[config.mk]
export PLATFORM = sky130hd
export DESIGN_NAME = y_loader
export DESIGN_NICKNAME = d
export VERILOG_FILES = /design/src/rtl/y_loader.sv
export SDC_FILE = /design/constraint.sdc
export NUM_CORES = 1
export LEC_CHECK = 0
export ABC_AREA = 1
export CAP_MARGIN = 25
export CELL_PAD_IN_SITES_DETAIL_PLACEMENT = 1
export CELL_PAD_IN_SITES_GLOBAL_PLACEMENT = 1
export CORE_MARGIN = 2
export CORE_UTILIZATION = 41
export DETAILED_ROUTE_END_ITERATION = 6
export GPL_TIMING_DRIVEN = 0
export PLACE_DENSITY_LB_ADDON = 0.1
export SYNTH_ARGS = -nofsm -noshare
export SYNTH_HDL_FRONTEND = slang
export SYNTH_SLANG_ARGS = --single-unit
[constraint.sdc]
create_clock -name clk -period 3.02 [get_ports clk]
set_clock_uncertainty 0.1 [all_clocks]
set_input_delay 0.604 -clock clk [delete_from_list [all_inputs] [get_ports clk]]
set_output_delay 0.604 -clock clk [all_outputs]
set_load 0.02 [all_outputs]
[src/rtl/y_loader.sv]
// Program loader and run sequencer for yChip: assembles a little-endian byte stream into
// instruction words, writes them from a header entry point, then boots and times the CPU.
module y_loader #(
   parameter int unsigned MAX_WORDS  = 256,
   parameter int unsigned RUN_CYCLES = 43,
   parameter int unsigned CNT_W      = 16
) (
   input  logic        clk,
   input  logic        rst_n,
   input  logic [7:0]  inByte,
   input  logic        inValid,
   output logic        inReady,
   output logic [31:0] memAddr,
   output logic [31:0] memWrData,
   output logic        memWrEn,
   output logic [31:0] entryPoint,
   output logic        INT,
   output logic        cpuEn,
   output logic        busy,
   output logic        done,
   output logic        err
);

   typedef enum logic [2:0] {
      StHdrEntry,
      StHdrCount,
      StLoad,
      StDrain,
      StStart,
      StRun,
      StDone,
      StErr
   } state_e;

   state_e             state_q, state_d;
   logic [1:0]         byte_cnt_q;
   logic [23:0]        shift_q;
   logic [31:0]        entry_q;
   logic [31:0]        addr_q;
   logic [31:0]        data_q;
   logic               wr_en_q;
   logic [CNT_W-1:0]   n_q;
   logic [CNT_W-1:0]   word_q;
   logic [CNT_W-1:0]   run_q;

   logic               xfer;
   logic               last_byte;
   logic [31:0]        full_word;

   // Gated by rst_n so the loader never advertises readiness while held in reset.
   assign inReady   = rst_n && (state_q == StHdrEntry || state_q == StHdrCount ||
                                state_q == StLoad);
   assign xfer      = inValid && inReady;
   assign last_byte = (byte_cnt_q == 2'd3);
   assign full_word = {inByte, shift_q};

   always_comb begin
      state_d = state_q;
      case (state_q)
         StHdrEntry: if (xfer && last_byte) state_d = StHdrCount;
         StHdrCount: begin
            if (xfer && last_byte) begin
               if (full_word > MAX_WORDS) state_d = StErr;
               else if (full_word == '0) state_d = StStart;
               else state_d = StLoad;
            end
         end
         StLoad: if (xfer && last_byte && word_q == n_q - CNT_W'(1)) state_d = StDrain;
         StDrain:    state_d = StStart;
         StStart:    state_d = StRun;
         StRun:      if (run_q == CNT_W'(RUN_CYCLES - 1)) state_d = StDone;
         StDone:     state_d = StHdrEntry;
         StErr:      state_d = StErr;
         default:    state_d = StErr;
      endcase
   end

   always_ff @(posedge clk or negedge rst_n) begin
      if (!rst_n) begin
         state_q    <= StHdrEntry;
         byte_cnt_q <= '0;
         shift_q    <= '0;
         entry_q    <= '0;
         addr_q     <= '0;
         data_q     <= '0;
         wr_en_q    <= 1'b0;
         n_q        <= '0;
         word_q     <= '0;
         run_q      <= '0;
      end else begin
         state_q <= state_d;
         wr_en_q <= 1'b0;
         if (xfer) begin
            byte_cnt_q <= byte_cnt_q + 2'd1;
            shift_q    <= {inByte, shift_q[23:8]};
         end
         if (xfer && last_byte) begin
            case (state_q)
               StHdrEntry: entry_q <= full_word;
               StHdrCount: begin
                  n_q    <= full_word[CNT_W-1:0];
                  word_q <= '0;
               end
               StLoad: begin
                  wr_en_q <= 1'b1;
                  data_q  <= full_word;
                  addr_q  <= entry_q + (32'(word_q) << 2);
                  word_q  <= word_q + CNT_W'(1);
               end
               default: ;
            endcase
         end
         if (state_q == StStart) run_q <= '0;
         else if (state_q == StRun) run_q <= run_q + CNT_W'(1);
      end
   end

   assign memAddr    = addr_q;
   assign memWrData  = data_q;
   assign memWrEn    = wr_en_q;
   assign entryPoint = entry_q;
   assign INT        = (state_q == StStart);
   assign cpuEn      = (state_q == StRun);
   assign done       = (state_q == StDone);
   assign err        = (state_q == StErr);
   assign busy       = !(state_q == StHdrEntry || state_q == StErr);

endmodule
[Yosys cells after proc, flatten, opt, wreduce, memory -nomap -nowiden]
Index checks and enable logic that the tools add are counted.
Operators by class
  equality and inequality tests: 14
  multiplexer cells: 12
  add/subtract/negate cells: 5
  reduce and logical (&&, ||, !) cells: 17
  $lt $le $gt $ge: 1
Operator list (count)
  $add 16x1->16 const B: 2
  $add 32x18->32: 1
  $gt 32x9->1 const B: 1
  $logic_not 32->1: 1
  $mux 16: 2
  $pmux 16 s2: 1
  $pmux 3 s8: 1
  $mux 3: 6
  $eq 16x16->1: 1
  $eq 16x6->1 const B: 1
  $sub 16x1->16 const B: 1
  $eq 3x3->1 const B: 4
  $ne 2x1->1 const B: 4
  $reduce_and 2->1: 4
  $eq 3x2->1 const B: 2
  $logic_and 1x1->1: 4
  $reduce_and 4->1: 1
  $reduce_bool 2->1: 2
  $eq 3x1->1 const B: 1
  $logic_not 3->1: 1
  $logic_or 1x1->1: 3
  $add 2x1->2 const B: 1
  $eq 2x2->1 const B: 1
  $mux 1: 2
  $logic_not 1->1: 1
Storage, ports and cells
  output and inout port bits: 103
  input bits: 11
  logic and storage cells: 59
  flip-flop bits (word level): 174

[Logic depth before layout (Yosys ltp)]
  depth in word-level cells: 9
  mapped depth: 15
  depth with buffers taken out: 15

[Worst setup path before layout]
No wires, ideal clock.
  path kind: register to register
  start: reg entry_q[2], in the netlist entryPoint[2]
  end: reg addr_q[30], in the netlist memAddr[30]
  clock period less this slack: 2.332 ns
  buffers on the path: 0
  required time: 2.802 ns
  stages on the path, launching flop included: 14
  setup slack: 0.688 ns
  setup time: 0.118 ns
  data arrival time: 2.114 ns
  cell sequence: dfrtp_1 ha_1 inv_1 fa_1 nor3_1 nor2_1 o21bai_1 nand2_1 nand2_1 nand2_1 nor2_1 nand2_1 nand3_1 nand2_1
Between the ends
  cells in the longest elaborated chain, start to end: 1
Ends and longest elaborated chain
  start, declared: line 38  | logic [31:0] entry_q;
  start signal, assigned: line 99  | StHdrEntry: entry_q <= full_word;
  $add 32x18->32: line 107  | addr_q <= entry_q + (32'(word_q) << 2);
  end signal, assigned: line 107
  end, declared: line 39  | logic [31:0] addr_q;
No other way between the ends.
A chain may end at the register's enable or synchronous reset.

[Worst setup path after layout]
  start: reg state_q[1]
  end: out busy
Between the ends
  cells in the longest elaborated chain, start to end: 3
  elaborated cells between the ends (all ways): 4
  those cells by class: eq/ne: 1; reduce/logical: 3
Ends and longest elaborated chain
  start, declared: line 35  | state_e state_q, state_d;
  start signal, assigned: line 80  | state_q <= StHdrEntry;
  start signal, assigned: line 91  | state_q <= state_d;
  $eq 3x3->1 / $logic_not 3->1 (equally long branches): line 126  | assign busy = !(state_q == StHdrEntry || state_q == StErr);
  $logic_or 1x1->1 *: line 126
  $logic_not 1->1 *: line 126
  end, declared: line 19  | output logic busy,
Every way passes the cells marked *; elsewhere a longest branch is shown, timed or not.

==> metrics.cfg <==
[worst_setup_path]
r2r_cells=13
worstSetupStartpointType=flop
worstPathRequired_ns=2.32
crit_path_end_kind=output port
cp.arrival_ns=2.16
rrSetupSlack_ns=0.24
path_class=reg -> out
r2r-end=memAddr[30]
crit_fanout=6
timing.rr.start=word_q[0]

[power]
switching_share=0.434
power_per_cell_area_mw_per_mm2=902
pwr-share-comb=0.408
p_leak_nw=5.18
peakVddDrop_v=0.000465
p_sw_mw=4.38
power_mw=10.1
power_frac_clock=0.226
seq_power_share=0.367
intPower_mw=5.72

[logic_synthesis]
syn-instance-count=1135
avgSynthCellArea_sq_um=7.90
synth_top_cell_by_area=dfrtp_1
synthTopCellsByArea=dfrtp_1 (49%), nand2_1 (12%), o21ai_0 (8.6%), inv_1 (5.6%), nor2_1 (3.9%)
syn-cell-area_sq_mm=0.00896
ys_seq_area_frac=0.486
synthDistinctLibCells=41
synth-seq-cells=174
synth_top_area_frac=0.486
synth_fp_nets=1168
yosysWarnings=0

[cts]
clockRootBuffer=clkbuf_16
numCtsBuffers=17
path_clk_slew_ns=0.07
clockBufferDepth=2
htree_levels=4
numClockSinks=174
tritoncts=yes
insertion_delay_ns=0.44

[grt]
grt_use_total=0.264
grt-ovfl-total=0
grt_max_degree=51
grt_pass1_vias=8604
grt_pass1_wl_mm=48.0
antenna_found_initial=1

[cells_and_area]
diodes=0
n_fill_cell=2667
layout-drive-gt1-share=0.0520
nets=1308
synthToLayoutAreaGrowth_pct=25.0
final_common_cell=nand2_1
final_cell_mix=nand2_1 (295), dfrtp_1 (174), o21ai_0 (154)

[timing]
rsz0062_at_grt=no
fin_crit_sh=0.947
slew_viol_final=0
finalSetupViolations=0
finalCriticalPeriod_ns=2.86
fmax_mhz=350
hold_viol_final=0
worst_pin_slew_ns=0.843
relSlewSlack=0.438
whs_ns=0.0618

[placement]
numPortBuffers=113
dp_hpwl_mm=22.2
routabilityCongestion=0.897

[drt]
drt_iter0_drc=440
via_count=8338
first_pass_iters=5
wirelength_mm=30.3
routedWlPerCell_um=19.3
viasPerCell=5.32
antenna_left=0
remaining_drc_errors=0

[die]
die_area_sq_mm=0.0231
initial_core_util=0.414
rows=54
ios=114
die_x_um=152
die_h_um=152
core-area_sq_mm=0.0216

[worst_hold_path]
hp-class=in -> async

[job]
cap_violations=0

[status]
status=complete, no violations

==> power by group through the flow <==
stage	Sequential, mW	Clock (mW)	Combinational [mW]
2_1_floorplan	3.88	0	2.06
3_3_place_gp	3.71	0	3.94
3_5_place_dp	3.73	0	4.05
4_1_cts	3.70	2.31	4.13
5_1_grt	3.79	2.40	4.55
6_report	3.70	2.28	4.12
==> flip-flops by register name, summed over array words and instances (netlist names) <==
register,flops
shift_q,24
n_q,16
memAddr,32
state_q,3
byte_cnt_q,2
memWrData,32
memWrEn,1
entryPoint,32
run_q,16
word_q,16
==> stage by stage <==
stage                util  cells  area (sq um)  worst slack (ns)  setup TNS (ns)
detailed placement  0.484   1529         10500            -0.642          -55.45
global route        0.518   1568         11200           0.00341               0
finish              0.518   1568         11200             0.160               0
global placement    0.483   1528         10400             -6.49        -2077.85
CTS                 0.517   1567         11200             0.118               0
floorplan               -   1135          8960             0.688               0
==> synthesized netlist by cell type (all sizes together) <==
cell,number
clkbuf,27
nor4b,1
nor3,26
a211oi,1
nand3,46
mux2,1
a2111oi,1
fa,1
o31ai,3
or2,4
o22ai,1
buf,6
and2,3
o21ai,159
nand3b,3
a31oi,5
xnor2,15
xor2,19
and3,3
inv,138
nor2,101
a221oi,1
ha,21
o21a,2
a21oi,38
nand2,296
nand4,27
o21bai,5
nor4,4
nor3b,3
dfrtp,174
==> routing by layer <==
metal  up-vias  global-route usage  share of wire
met5         -                   0              0
met4         0              0.0743          0.018
met3        36              0.0314          0.032
met2       169               0.428           0.47
met1      4165               0.376           0.48
li1       3968                   -              -
==> kinds of logic (layout without fill, tap and decap cells) <==
group	after synthesis	after routing	share of synthesized area
simple gates	517	517	0.250
buf+inv	171	324	0.0723
fa+ha+maj	22	22	0.0316
compound gates	216	216	0.125
flops	174	174	0.486
mux	1	1	0.00126
xor+xnor	34	34	0.0332
==> worst max path at each step <==
stage	from	to	cells past startpoint	slack, ns
3_3_place_gp	rst_n	memWrData[28]	9	-6.49
5_1_grt	word_q[0]	memAddr[30]	13	0.003
3_5_place_dp	rst_n	memWrData[30]	10	-0.64
2_1_floorplan	entryPoint[2]	memAddr[30]	13	0.69
6_report	state_q[1]	busy	5	0.16
4_1_cts	state_q[2]	cpuEn	5	0.12
==> critical path: stages (launching register included) <==
cell and delay, ns:
dfrtp_1 0.45, inv_1 0.15, nand2_1 0.18, nor2_1 0.31, nor2_1 0.07, clkdlybuf4s50_1 0.55
==> final cells by class <==
class,instances,area (sq um),area share
Sequential cell,174,4350,0.389
Multi-Input combinational cell,790,3970,0.354
Timing Repair Buffer,121,1280,0.115
Inverter,138,518,0.0462
Clock buffer,17,425,0.0380
Tap cell,280,350,0.0313
Clock inverter,15,170,0.0152
Buffer,33,131,0.0117
==> repair_timing <==
item / CTS / global route
endpoints found under the hold margin: 3 / 0
hold buffers: 5 / 0
gates cloned: 1 / 0
setup buffers: 0 / 0
setup endpoints to repair: 64 / 3
gates resized for setup: 4 / 2
Power figures use the tool's default switching activity.
